[src/rtl/bus_seq_pkg.sv]
// bus_seq_pkg: bus source codes, sequencer FSM states and source validity helper
package bus_seq_pkg;

    localparam logic [4:0] SEL_NONE = 5'd0;
    localparam logic [4:0] SEL_R0  = 5'd1,  SEL_R1  = 5'd2,  SEL_R2  = 5'd3,  SEL_R3  = 5'd4;
    localparam logic [4:0] SEL_R4  = 5'd5,  SEL_R5  = 5'd6,  SEL_R6  = 5'd7,  SEL_R7  = 5'd8;
    localparam logic [4:0] SEL_R8  = 5'd9,  SEL_R9  = 5'd10, SEL_R10 = 5'd11, SEL_R11 = 5'd12;
    localparam logic [4:0] SEL_R12 = 5'd13, SEL_R13 = 5'd14, SEL_R14 = 5'd15, SEL_R15 = 5'd16;
    localparam logic [4:0] SEL_HI  = 5'd17, SEL_LO  = 5'd18, SEL_ZHI = 5'd19, SEL_ZLO = 5'd20;
    localparam logic [4:0] SEL_PC  = 5'd21, SEL_MDR = 5'd22, SEL_INPORT = 5'd23, SEL_C = 5'd24;
    localparam logic [4:0] SEL_Y   = 5'd25;
    localparam logic [4:0] SEL_MAX = SEL_Y;

    typedef enum logic [2:0] {ST_IDLE, ST_GRANT, ST_DRIVE, ST_LOAD, ST_DONE} state_t;

    function automatic logic src_valid(input logic [4:0] s);
        return (s != SEL_NONE) && (s <= SEL_MAX);
    endfunction

endpackage

[src/rtl/bus_transfer_sequencer_rr_arbiter.sv]
// rr_arbiter: round-robin pick of the first active request at or after rr_ptr
module rr_arbiter #(
    parameter int NUM_REQ = 4,
    parameter int IW      = $clog2(NUM_REQ)
) (
    input  logic [NUM_REQ-1:0] req,
    input  logic [IW-1:0]      rr_ptr,
    output logic [NUM_REQ-1:0] winner,
    output logic [IW-1:0]      winner_idx
);

    logic [IW-1:0] k;

    // Scan downward so the last hit kept is the one closest to rr_ptr
    always_comb begin
        k          = '0;
        winner_idx = '0;
        for (int i = NUM_REQ - 1; i >= 0; i--) begin
            k = IW'((int'(rr_ptr) + i) % NUM_REQ);
            if (req[k]) winner_idx = k;
        end
        winner = (|req) ? (NUM_REQ'(1) << winner_idx) : '0;
    end

endmodule

[src/rtl/bus_transfer_sequencer.sv]
// bus_transfer_sequencer: round-robin bus transfer FSM (IDLE/GRANT/DRIVE/LOAD/DONE);
// defining BUS_SEQ_SRC_CHECK_EN adds port err and skips DRIVE/LOAD for invalid source codes
module bus_transfer_sequencer
    import bus_seq_pkg::*;
#(
    parameter int NUM_REQ       = 4,
    parameter int SETTLE_CYCLES = 1
) (
    input  logic                 clock,
    input  logic                 clear,
    input  logic [NUM_REQ-1:0]   req,
    input  logic [NUM_REQ*5-1:0] src_sel,
    input  logic [NUM_REQ*5-1:0] dst_id,
    output logic [NUM_REQ-1:0]   grant,
    output logic [NUM_REQ-1:0]   done,
    output logic [4:0]           select_signal,
    output logic [31:0]          dst_load,
`ifdef BUS_SEQ_SRC_CHECK_EN
    output logic                 err,
`endif
    output logic                 busy
);

    localparam int IW = $clog2(NUM_REQ);

    state_t             state_q, state_d;
    logic [IW-1:0]      rr_ptr_q, rr_ptr_d, idx_q, idx_d, win_idx;
    logic [NUM_REQ-1:0] win_q, win_d, win_oh;
    logic [4:0]         src_q, src_d, dst_q, dst_d;
    logic [1:0]         cnt_q, cnt_d;
    logic [4:0]         src_a [NUM_REQ];
    logic [4:0]         dst_a [NUM_REQ];
    logic               skip;

    for (genvar g = 0; g < NUM_REQ; g++) begin : g_unpack
        assign src_a[g] = src_sel[g*5 +: 5];
        assign dst_a[g] = dst_id[g*5 +: 5];
    end

`ifdef BUS_SEQ_SRC_CHECK_EN
    assign skip = !src_valid(src_q);
`else
    assign skip = 1'b0;
`endif

    rr_arbiter #(.NUM_REQ(NUM_REQ)) u_arb (
        .req        (req),
        .rr_ptr     (rr_ptr_q),
        .winner     (win_oh),
        .winner_idx (win_idx)
    );

    // State and captured transfer context; clear aborts any transfer at once
    always_ff @(posedge clock or negedge clear) begin
        if (!clear) begin
            state_q  <= ST_IDLE;
            rr_ptr_q <= '0;
            idx_q    <= '0;
            win_q    <= '0;
            src_q    <= SEL_NONE;
            dst_q    <= '0;
            cnt_q    <= '0;
        end else begin
            state_q  <= state_d;
            rr_ptr_q <= rr_ptr_d;
            idx_q    <= idx_d;
            win_q    <= win_d;
            src_q    <= src_d;
            dst_q    <= dst_d;
            cnt_q    <= cnt_d;
        end
    end

    // Next state; the winner and its codes are latched as the request is accepted
    always_comb begin
        state_d  = state_q;
        rr_ptr_d = rr_ptr_q;
        idx_d    = idx_q;
        win_d    = win_q;
        src_d    = src_q;
        dst_d    = dst_q;
        cnt_d    = (state_q == ST_DRIVE) ? cnt_q + 2'd1 : 2'd0;
        case (state_q)
            ST_IDLE: if (|req) begin
                state_d = ST_GRANT;
                win_d   = win_oh;
                idx_d   = win_idx;
                src_d   = src_a[win_idx];
                dst_d   = dst_a[win_idx];
            end
            ST_GRANT: begin
                state_d  = skip ? ST_DONE : ST_DRIVE;
                rr_ptr_d = (idx_q == IW'(NUM_REQ - 1)) ? '0 : idx_q + 1'b1;
            end
            ST_DRIVE: state_d = (cnt_q == 2'(SETTLE_CYCLES - 1)) ? ST_LOAD : ST_DRIVE;
            ST_LOAD:  state_d = ST_DONE;
            ST_DONE:  state_d = ST_IDLE;
            default:  state_d = ST_IDLE;
        endcase
    end

    // Outputs decoded purely from state so clear zeroes them without waiting for a clock
    always_comb begin
        busy          = (state_q != ST_IDLE);
        grant         = busy ? win_q : '0;
        done          = (state_q == ST_DONE) ? win_q : '0;
        select_signal = (state_q == ST_DRIVE || state_q == ST_LOAD) ? src_q : SEL_NONE;
        dst_load      = (state_q == ST_LOAD) ? (32'd1 << dst_q) : '0;
`ifdef BUS_SEQ_SRC_CHECK_EN
        err           = (state_q == ST_DONE) && skip;
`endif
    end

endmodule

[config.mk]
export PLATFORM = sky130hd
export DESIGN_NAME = bus_transfer_sequencer
export DESIGN_NICKNAME = d
export VERILOG_FILES = /design/src/rtl/bus_seq_pkg.sv /design/src/rtl/bus_transfer_sequencer_rr_arbiter.sv /design/src/rtl/bus_transfer_sequencer.sv
export SDC_FILE = /design/constraint.sdc
export NUM_CORES = 1
export LEC_CHECK = 0
export ABC_AREA = 1
export BUFFER_PORTS_ARGS = -buffer_cell sky130_fd_sc_hd__buf_2
export CAP_MARGIN = 30
export CORE_MARGIN = 2
export CORE_UTILIZATION = 50
export CTS_CLUSTER_DIAMETER = 50
export CTS_CLUSTER_SIZE = 30
export DETAILED_ROUTE_END_ITERATION = 16
export PLACE_DENSITY = 0.86
export SYNTH_ARGS = -nofsm -noshare
export SYNTH_HDL_FRONTEND = slang
export SYNTH_SLANG_ARGS = --single-unit
[constraint.sdc]
create_clock -name clock -period 3.25 [get_ports clock]
set_input_delay 0.325 -clock clock [delete_from_list [all_inputs] [get_ports clock]]
set_output_delay 0.325 -clock clock [all_outputs]
set_load 0.02 [all_outputs]
* Word-level counts from Yosys, hierarchy flattened
Index checks and enable logic that the tools add are counted.
Storage, ports and cells: register bits after elaboration 23, input bits 46, output and inout bits 46
Cells by class: eq/ne operators 6, shift operators 2, mux-type cells 27, reductions and logical operators 6, magnitude comparators 5, add/subtract/negate cells 5, bitwise operators 1
Operators with widths (count):
- $mux W32 | 1
- $shl A1 B5 Y32 const A | 1
- $mux W5 | 5
- $bmux W5 S2 | 2
- $lt A2 B3 Y1 const B | 4
- $mux W2 | 6
- $pmux W3 S4 | 1
- $bmux W1 S2 | 4
- $mux W4 | 2
- $add A2 B1 Y2 const B | 3
- $eq A3 B2 Y1 const B | 2
- $mux W1 | 5
- $add A2 B2 Y2 const B | 2
- $reduce_or A4 Y1 | 1
- $shl A1 B2 Y4 const A | 1
- $eq A3 B1 Y1 const B | 1
- $eq A3 B3 Y1 const B | 1
- $ge A3 B3 Y1 const B | 1
- $logic_not A3 Y1 | 1
- $mux W3 | 1
- $not A2 Y3 | 1
- $reduce_bool A3 Y1 | 1
- $eq A2 B2 Y1 const B | 1
- $logic_not A2 Y1 | 1
- other kinds (3) | 3

* Logic depth before layout (Yosys ltp)
Gate-level depths: netlist (run 1).
word-level depth 11, depth in mapped cells 16, gate-level depth less buffers 14

* By module
Synthesis (run 1) repeated with hierarchy kept, for this count alone.
Second synthesis, totals: cells, all modules 359, area total of the unflattened synthesis 2128.3 µm²
Modules (own cells, without submodules):
- bus_transfer_sequencer | area each 1886.8 µm², cells an instance 312, times used 1
- rr_arbiter | area each 241.5 µm², cells an instance 47, times used 1

* Least setup slack after synthesis (run 1)
No wires, ideal clock.
path type reg2out, start reg state_q[2], end out dst_load[10], slack 1472 ps, data required time 2925 ps, cell stages (with the launch flop) 7, arrival time 1453 ps, cells stage by stage dfrtp_1 > nor2_1 > inv_1 > nor2_1 > nand2_1 > clkbuf_1 > nor2_1
On the way: word-level cells in the longest chain between the ends 2
Ends and longest elaborated chain:
- start: declaration | line bus_transfer_sequencer.sv:26 | state_t state_q, state_d;
- start signal: assignment | line bus_transfer_sequencer.sv:64 | state_q <= state_d;
- $eq A3 B2 Y1 | line bus_transfer_sequencer.sv:108 | dst_load = (state_q == ST_LOAD) ? (32'd1 << dst_q) : '0;
- $mux W32 | line bus_transfer_sequencer.sv:108
- end: declaration | line bus_transfer_sequencer.sv:17 | output logic [31:0] dst_load,
No other way between the ends.

* Worst setup path in the final report (run 1)
start reg state_q[2], end out dst_load[17]
The elaborated chain is that of the path after synthesis.

==> results of run 1 <==
## layout by cell type, fill, tap and decap left out, types with 3 or more instances in the layout
| cell type | count |
|---|---|
| buf_2 | 91 |
| clkbuf_8 | 3 |
| dfrtp_1 | 23 |
| inv_1 | 31 |
| inv_2 | 3 |
| nand2_1 | 125 |
| nand3_1 | 32 |
| nand4_1 | 16 |
| nor2_1 | 51 |
| o21ai_0 | 7 |
## cells by family after synthesis
| logic type | Yosys count |
|---|---|
| AOI/OAI and AO/OA | 11 |
| adders and majority gates | 2 |
| buffers and inverters | 51 |
| DFF | 23 |
| and+or+nand+nor | 233 |
## power groups by stage
stage	clock, W	combinational, W	sequential [W]
2_1_floorplan	0	0.00136	0.000472
3_3_place_gp	0	0.00149	0.000548
3_5_place_dp	0	0.00152	0.000556
4_1_cts	0.000177	0.00152	0.000552
5_1_grt	0.000193	0.00176	0.000573
6_report	0.000175	0.00152	0.000554
## routing by layer
layer  vias to the layer above  global-route usage  routed length (um)  part of all wire
li1                       1158                   -                   -                 -
met1                       942              0.2974                2149              0.46
met2                        81              0.3840                2217              0.47
met3                         6             0.02055                 291             0.062
met4                         0             0.06250                  59             0.013
met5                         -                   0                   0                 0
## registers in the layout, summed over array words and instances (netlist names)
| name | cells |
|---|---|
| idx_q | 2 |
| src_q | 5 |
| dst_q | 5 |
| rr_ptr_q | 2 |
| win_q | 4 |
| state_q | 3 |
| cnt_q | 2 |
## area by class of cell
type                            count  area (um^2)
Clock buffer                        3        41.29
Timing Repair Buffer               92        462.9
Inverter                           34        127.6
Clock inverter                      1        5.005
Multi-Input combinational cell    246         1071
Sequential cell                    23        575.6
Tap cell                           48        60.06
Fill cell                         360         1290
## worst paths after layout
kind	slack, ns	depth (start not counted)	to	startpoint
max in group asynchronous	2.90	1	src_q[0]	clear
min	0.01	1	win_q[3]	clear
max	1.04	6	dst_load[17]	state_q[2]
min reg2reg	0.43	1	cnt_q[0]	cnt_q[0]
max reg2reg	1.12	13	dst_q[4]	rr_ptr_q[0]
min in group clock	0.43	1	cnt_q[0]	cnt_q[0]
## metrics by stage
step	hold slack (ns)	total power, W	instances
after floorplan	0.02941	0.001828	320
after global placement	0.3130	0.002033	443
after detailed placement	0.3213	0.002071	443
after CTS	0.03052	0.002251	447
after global routing	0.04897	0.002523	447
final	0.01458	0.002252	447
==> out/metrics.cfg, run 1 <==
[power]
power.switching_w=0.001278
p_int_w=0.0009733
switching_share=0.5678
vdd_ir_drop_max_v=0.0005728
p_clk_frac=0.078
p_comb_frac=0.677
power_density_nw_per_um2=960.9
p_leak_nw=1.423
power_frac_seq=0.246

[synthesis]
ys_ff_latch=23
synth_compound_area_frac=0.03081
synth.net_count=368
synth_edf_count=0
synthTopCellsByCount=125 x nand2_1, 51 x nor2_1, 32 x nand3_1
async_flop_share=1.000
synth_cell_type_count=23
synth_xor_area_frac=0
synthAdderAreaFrac=0.01340
synth_area_per_cell_um2=5.838
synth_top_family_by_area=simple AND/OR/NAND/NOR gates
ys.warnings.count=0
ys_top_cells_by_area=dfrtp_1 31%, nand2_1 25%, nor2_1 10%
yosysTopAreaCellShare=0.3081
synth_top_flop_cell=dfrtp_1
synth_most_common_cell=nand2_1
synthSimpleGateAreaFrac=0.5291
ys_seq_area_frac=0.3081
synthMuxAreaShare=0
synth_area_leader_cell=dfrtp_1
syn_inst=320
syn-cell-area_um2=1868

[sta]
slew_headroom=0.6694
worst_slew_pin_slew_ns=0.4959
setup_viol=0
rsz0062_at_grt=no
skew_ns=0.003315
hold_viol_final=0
fin_crit_sh=0.6809
finalWorstSetupSlack_ns=1.037
fmax_mhz=451.9
fin_crit_ns=2.213
slew_viol_final=0
setup_tns_ns=0

[finish]
fin_nets=448
syn_to_final_growth_pct=25.45
final_util=0.6450
design_area_um2=2344
drive_gt1_frac=0.2632
num_antenna_cells=0

[worst_setup_path]
start_kind=register
cpLargestDelayFamily=simple AND/OR/NAND/NOR gates
cpMostUsedCell=nor2_1
crit_fanout=16
path_cells=nor2_1 > inv_1 > nor2_1 > nand2_1 > nor2_1 > buf_2
crit_path_top_delay_cell=dfrtp_1
path_class=register to primary output
required_ns=2.92
cp.arrival_ns=1.89
cpPeakStageDelay_ns=0.43
worstPathBufferInverterCount=2
end_kind=primary output

[place]
globalplace.congestion=0.8785
portBuffers=91
preCtsSetupSlack_ns=1.144
placed_cell_area_um2=2297
hpwl_um=3636

[clock_tree]
cts_buffers=3
clkTransAtPathRegs_ns=0.08
cts_setup_buffers=0
postCtsHoldBufs=0
insertion_delay_ns=0.26
clk_path_buf_depth=2
cts.sinks=23
htreeDepth=1
cts_tree=built
cts_resized=0
cts_root_buffer=clkbuf_8

[die]
die_w_um=65.13
core_um2=3633
rows=22
start_util=0.5141
die_h_um=65.13
die_area_um2=4241
ios=92

[global_route]
track_usage=0.2217
antenna_found_initial=0
gr-total-overflow=0
grt_pass1_vias=1797
grt_max_degree=24
grt_pass1_wl_um=7576

[routing]
drt_iter0_drc=60
avgRoutedWirePerCell_um=10.55
ant_nets=0
drcViolationCount=0
routed_wl_um=4717
vias=2187
via_per_inst=4.893
drt_pass1_iterations=4

[run]
max-cap-violations=0

[min_path]
min_path_type=primary input to async pin

[status]
outcome=finished, final reports clean

Note: power is estimated with default switching activity, not from simulation.
==> run 2: changes to the inputs <==
- CORE_UTILIZATION: 50 -> 46
- PLACE_DENSITY: 0.86 -> 0.8
- clock period: 3.25 -> 2.2 ns (I/O delays scaled with it)
==> out/metrics.cfg, run 2 (synthesis results as in run 1) <==
[status]
outcome=finished, final reports clean

[global_route]
gr-total-overflow=0  ; unchanged
grt_pass1_vias=1679  ; -6.6%
grt_pass1_wl_um=7107  ; -6.2%
track_usage=0.1985  ; -0.02328
antenna_found_initial=0  ; unchanged
grt_max_degree=24  ; unchanged

[routing]
vias=2180  ; -0.32%
routed_wl_um=4675  ; -0.89%
ant_nets=0  ; unchanged
via_per_inst=4.823  ; -1.4%
drt_pass1_iterations=4  ; unchanged
drcViolationCount=0  ; unchanged
avgRoutedWirePerCell_um=10.34  ; -2.0%
drt_iter0_drc=64  ; +6.7%

[finish]
fin_nets=451  ; +0.67%
top_regs=dst_q (5), src_q (5), win_q (4)
num_antenna_cells=0  ; unchanged
design_area_um2=2377  ; +1.4%
layout_commonest_cell=nand2_1
drive_gt1_frac=0.2711  ; +0.007986
syn_to_final_growth_pct=27.26
layout_common_cells=123 x nand2_1, 91 x buf_2, 50 x nor2_1

[sta]
setup_viol=0  ; unchanged
worst_slew_pin_slew_ns=0.6283  ; +0.1324 ns
fin_crit_ns=1.942
slew_headroom=0.5807  ; -0.08871
fin_crit_sh=0.8829
hold_viol_final=0  ; unchanged
setup_tns_ns=0  ; unchanged
skew_ns=0.001370  ; -0.001946 ns
fin_hold_ws_ns=0.3371  ; +0.3225 ns
fmax_mhz=514.8
rsz0062_at_grt=no
slew_viol_final=0  ; unchanged

[place]
portBuffers=91  ; unchanged
globalplace.congestion=0.7880  ; -10%
hpwl_um=3660  ; +0.67%
placed_cell_area_um2=2315  ; +0.76%

[worst_setup_path]
path_cells=nor2_1 > inv_1 > nor2_2 > nand2_2 > nor2_1 > buf_2
required_ns=1.98  ; -0.94 ns
path_class=register to primary output
crit_path_top_delay_cell=dfrtp_1
reg2reg_from=state_q[1]
end_kind=primary output
start_kind=register
crit_fanout=16  ; unchanged
rrSetupSlack_ns=0.28  ; -0.84 ns
crit_start=state_q[2]
cpMostUsedCell=nor2_1
cp.arrival_ns=1.72  ; -0.17 ns
cpPeakStageDelay_ns=0.41  ; -0.02 ns

[clock_tree]
htreeDepth=1  ; unchanged
insertion_delay_ns=0.26  ; about the same
cts.sinks=23  ; unchanged
cts_setup_buffers=0  ; unchanged
cts_tree=built
clk_path_buf_depth=2  ; unchanged
clkTransAtPathRegs_ns=0.08  ; about the same
cts_buffers=3  ; unchanged
cts_root_buffer=clkbuf_8

[power]
power_density_nw_per_um2=1432  ; +49%
vdd_ir_drop_max_v=0.0008406  ; +47%
p_leak_nw=1.434  ; +0.78%

[min_path]
hp-start=src_sel[17]
min_path_type=primary input to register

[die]
die_h_um=67.73  ; +4.0%
core_um2=3943  ; +8.5%
rows=23  ; +4.5%
die_area_um2=4587  ; +8.1%
die_w_um=67.73  ; +4.0%
ios=92  ; unchanged
start_util=0.4738  ; -0.04030

[run]
max-cap-violations=0  ; unchanged

-- run 2: cell types whose count changed in the layout (fill, tap and decap cells not counted), sizes merged --
cell | previous run | this run
buf | 92 | 94
clkbuf | 3 | 4
clkinv | 1 | 0
dlygate4sd3 | 0 | 1
-- run 2: worst paths after layout --
check | to | depth (start not counted)
setup / recovery | dst_load[0] | 6
hold / removal | src_q[2] | 7
setup reg to reg | src_q[3] | 6
hold reg to reg | cnt_q[0] | 1
max in group asynchronous | rr_ptr_q[0] | 2
min in group asynchronous | src_q[0] | 2
-- run 2: metal layers --
metal / GRT usage / up-vias / wire [um]
met5: 0 / - / 0
met4: 0.06122 / 0 / 59
met3: 0.01667 / 5 / 322
met2: 0.3346 / 86 / 2070
met1: 0.2687 / 926 / 2222
li1: - / 1163 / -
-- run 2: worst max-delay path: cells and delay by family (launching register included) --
| kind | cells | cell delay (ns) |
|---|---|---|
| buffers and inverters | 2 | 0.32 |
| AND/OR/NAND/NOR | 4 | 0.73 |
| flip-flops | 1 | 0.41 |
-- run 2: what timing repair did --
item / CTS / global route
hold buffers: 1 / 0
endpoints found under the setup margin: 0 / 32
gates resized for setup: 0 / 3
hold endpoints to repair: 23 / 0
-- run 2: area by class of cell --
| class | count | area [um^2] |
|---|---|---|
| clock buffer | 4 | 45.04 |
| fill | 397 | 1565 |
| inverter | 34 | 127.6 |
| multi-input combinational | 246 | 1079 |
| sequential | 23 | 575.6 |
| tap | 50 | 62.56 |
| timing repair buffer | 95 | 488.0 |
-- run 2: where the power goes --
group          switching (W)  internal (W)
Sequential          0.000205      0.000619
Combinational        0.00159      0.000736
Clock               0.000128      0.000129
-- run 2: through the flow --
stage / std cells / util / total power (W) / worst slack, ns
floorplan: 320 / - / 0.002700 / 0.5269
global route: 452 / 0.6030 / 0.003794 / 0.05245
finish: 452 / 0.6030 / 0.003403 / 0.2577
detailed placement: 447 / 0.5871 / 0.003124 / 0.2964
global placement: 447 / 0.5871 / 0.003073 / 0.3937
CTS: 452 / 0.6011 / 0.003394 / 0.06502
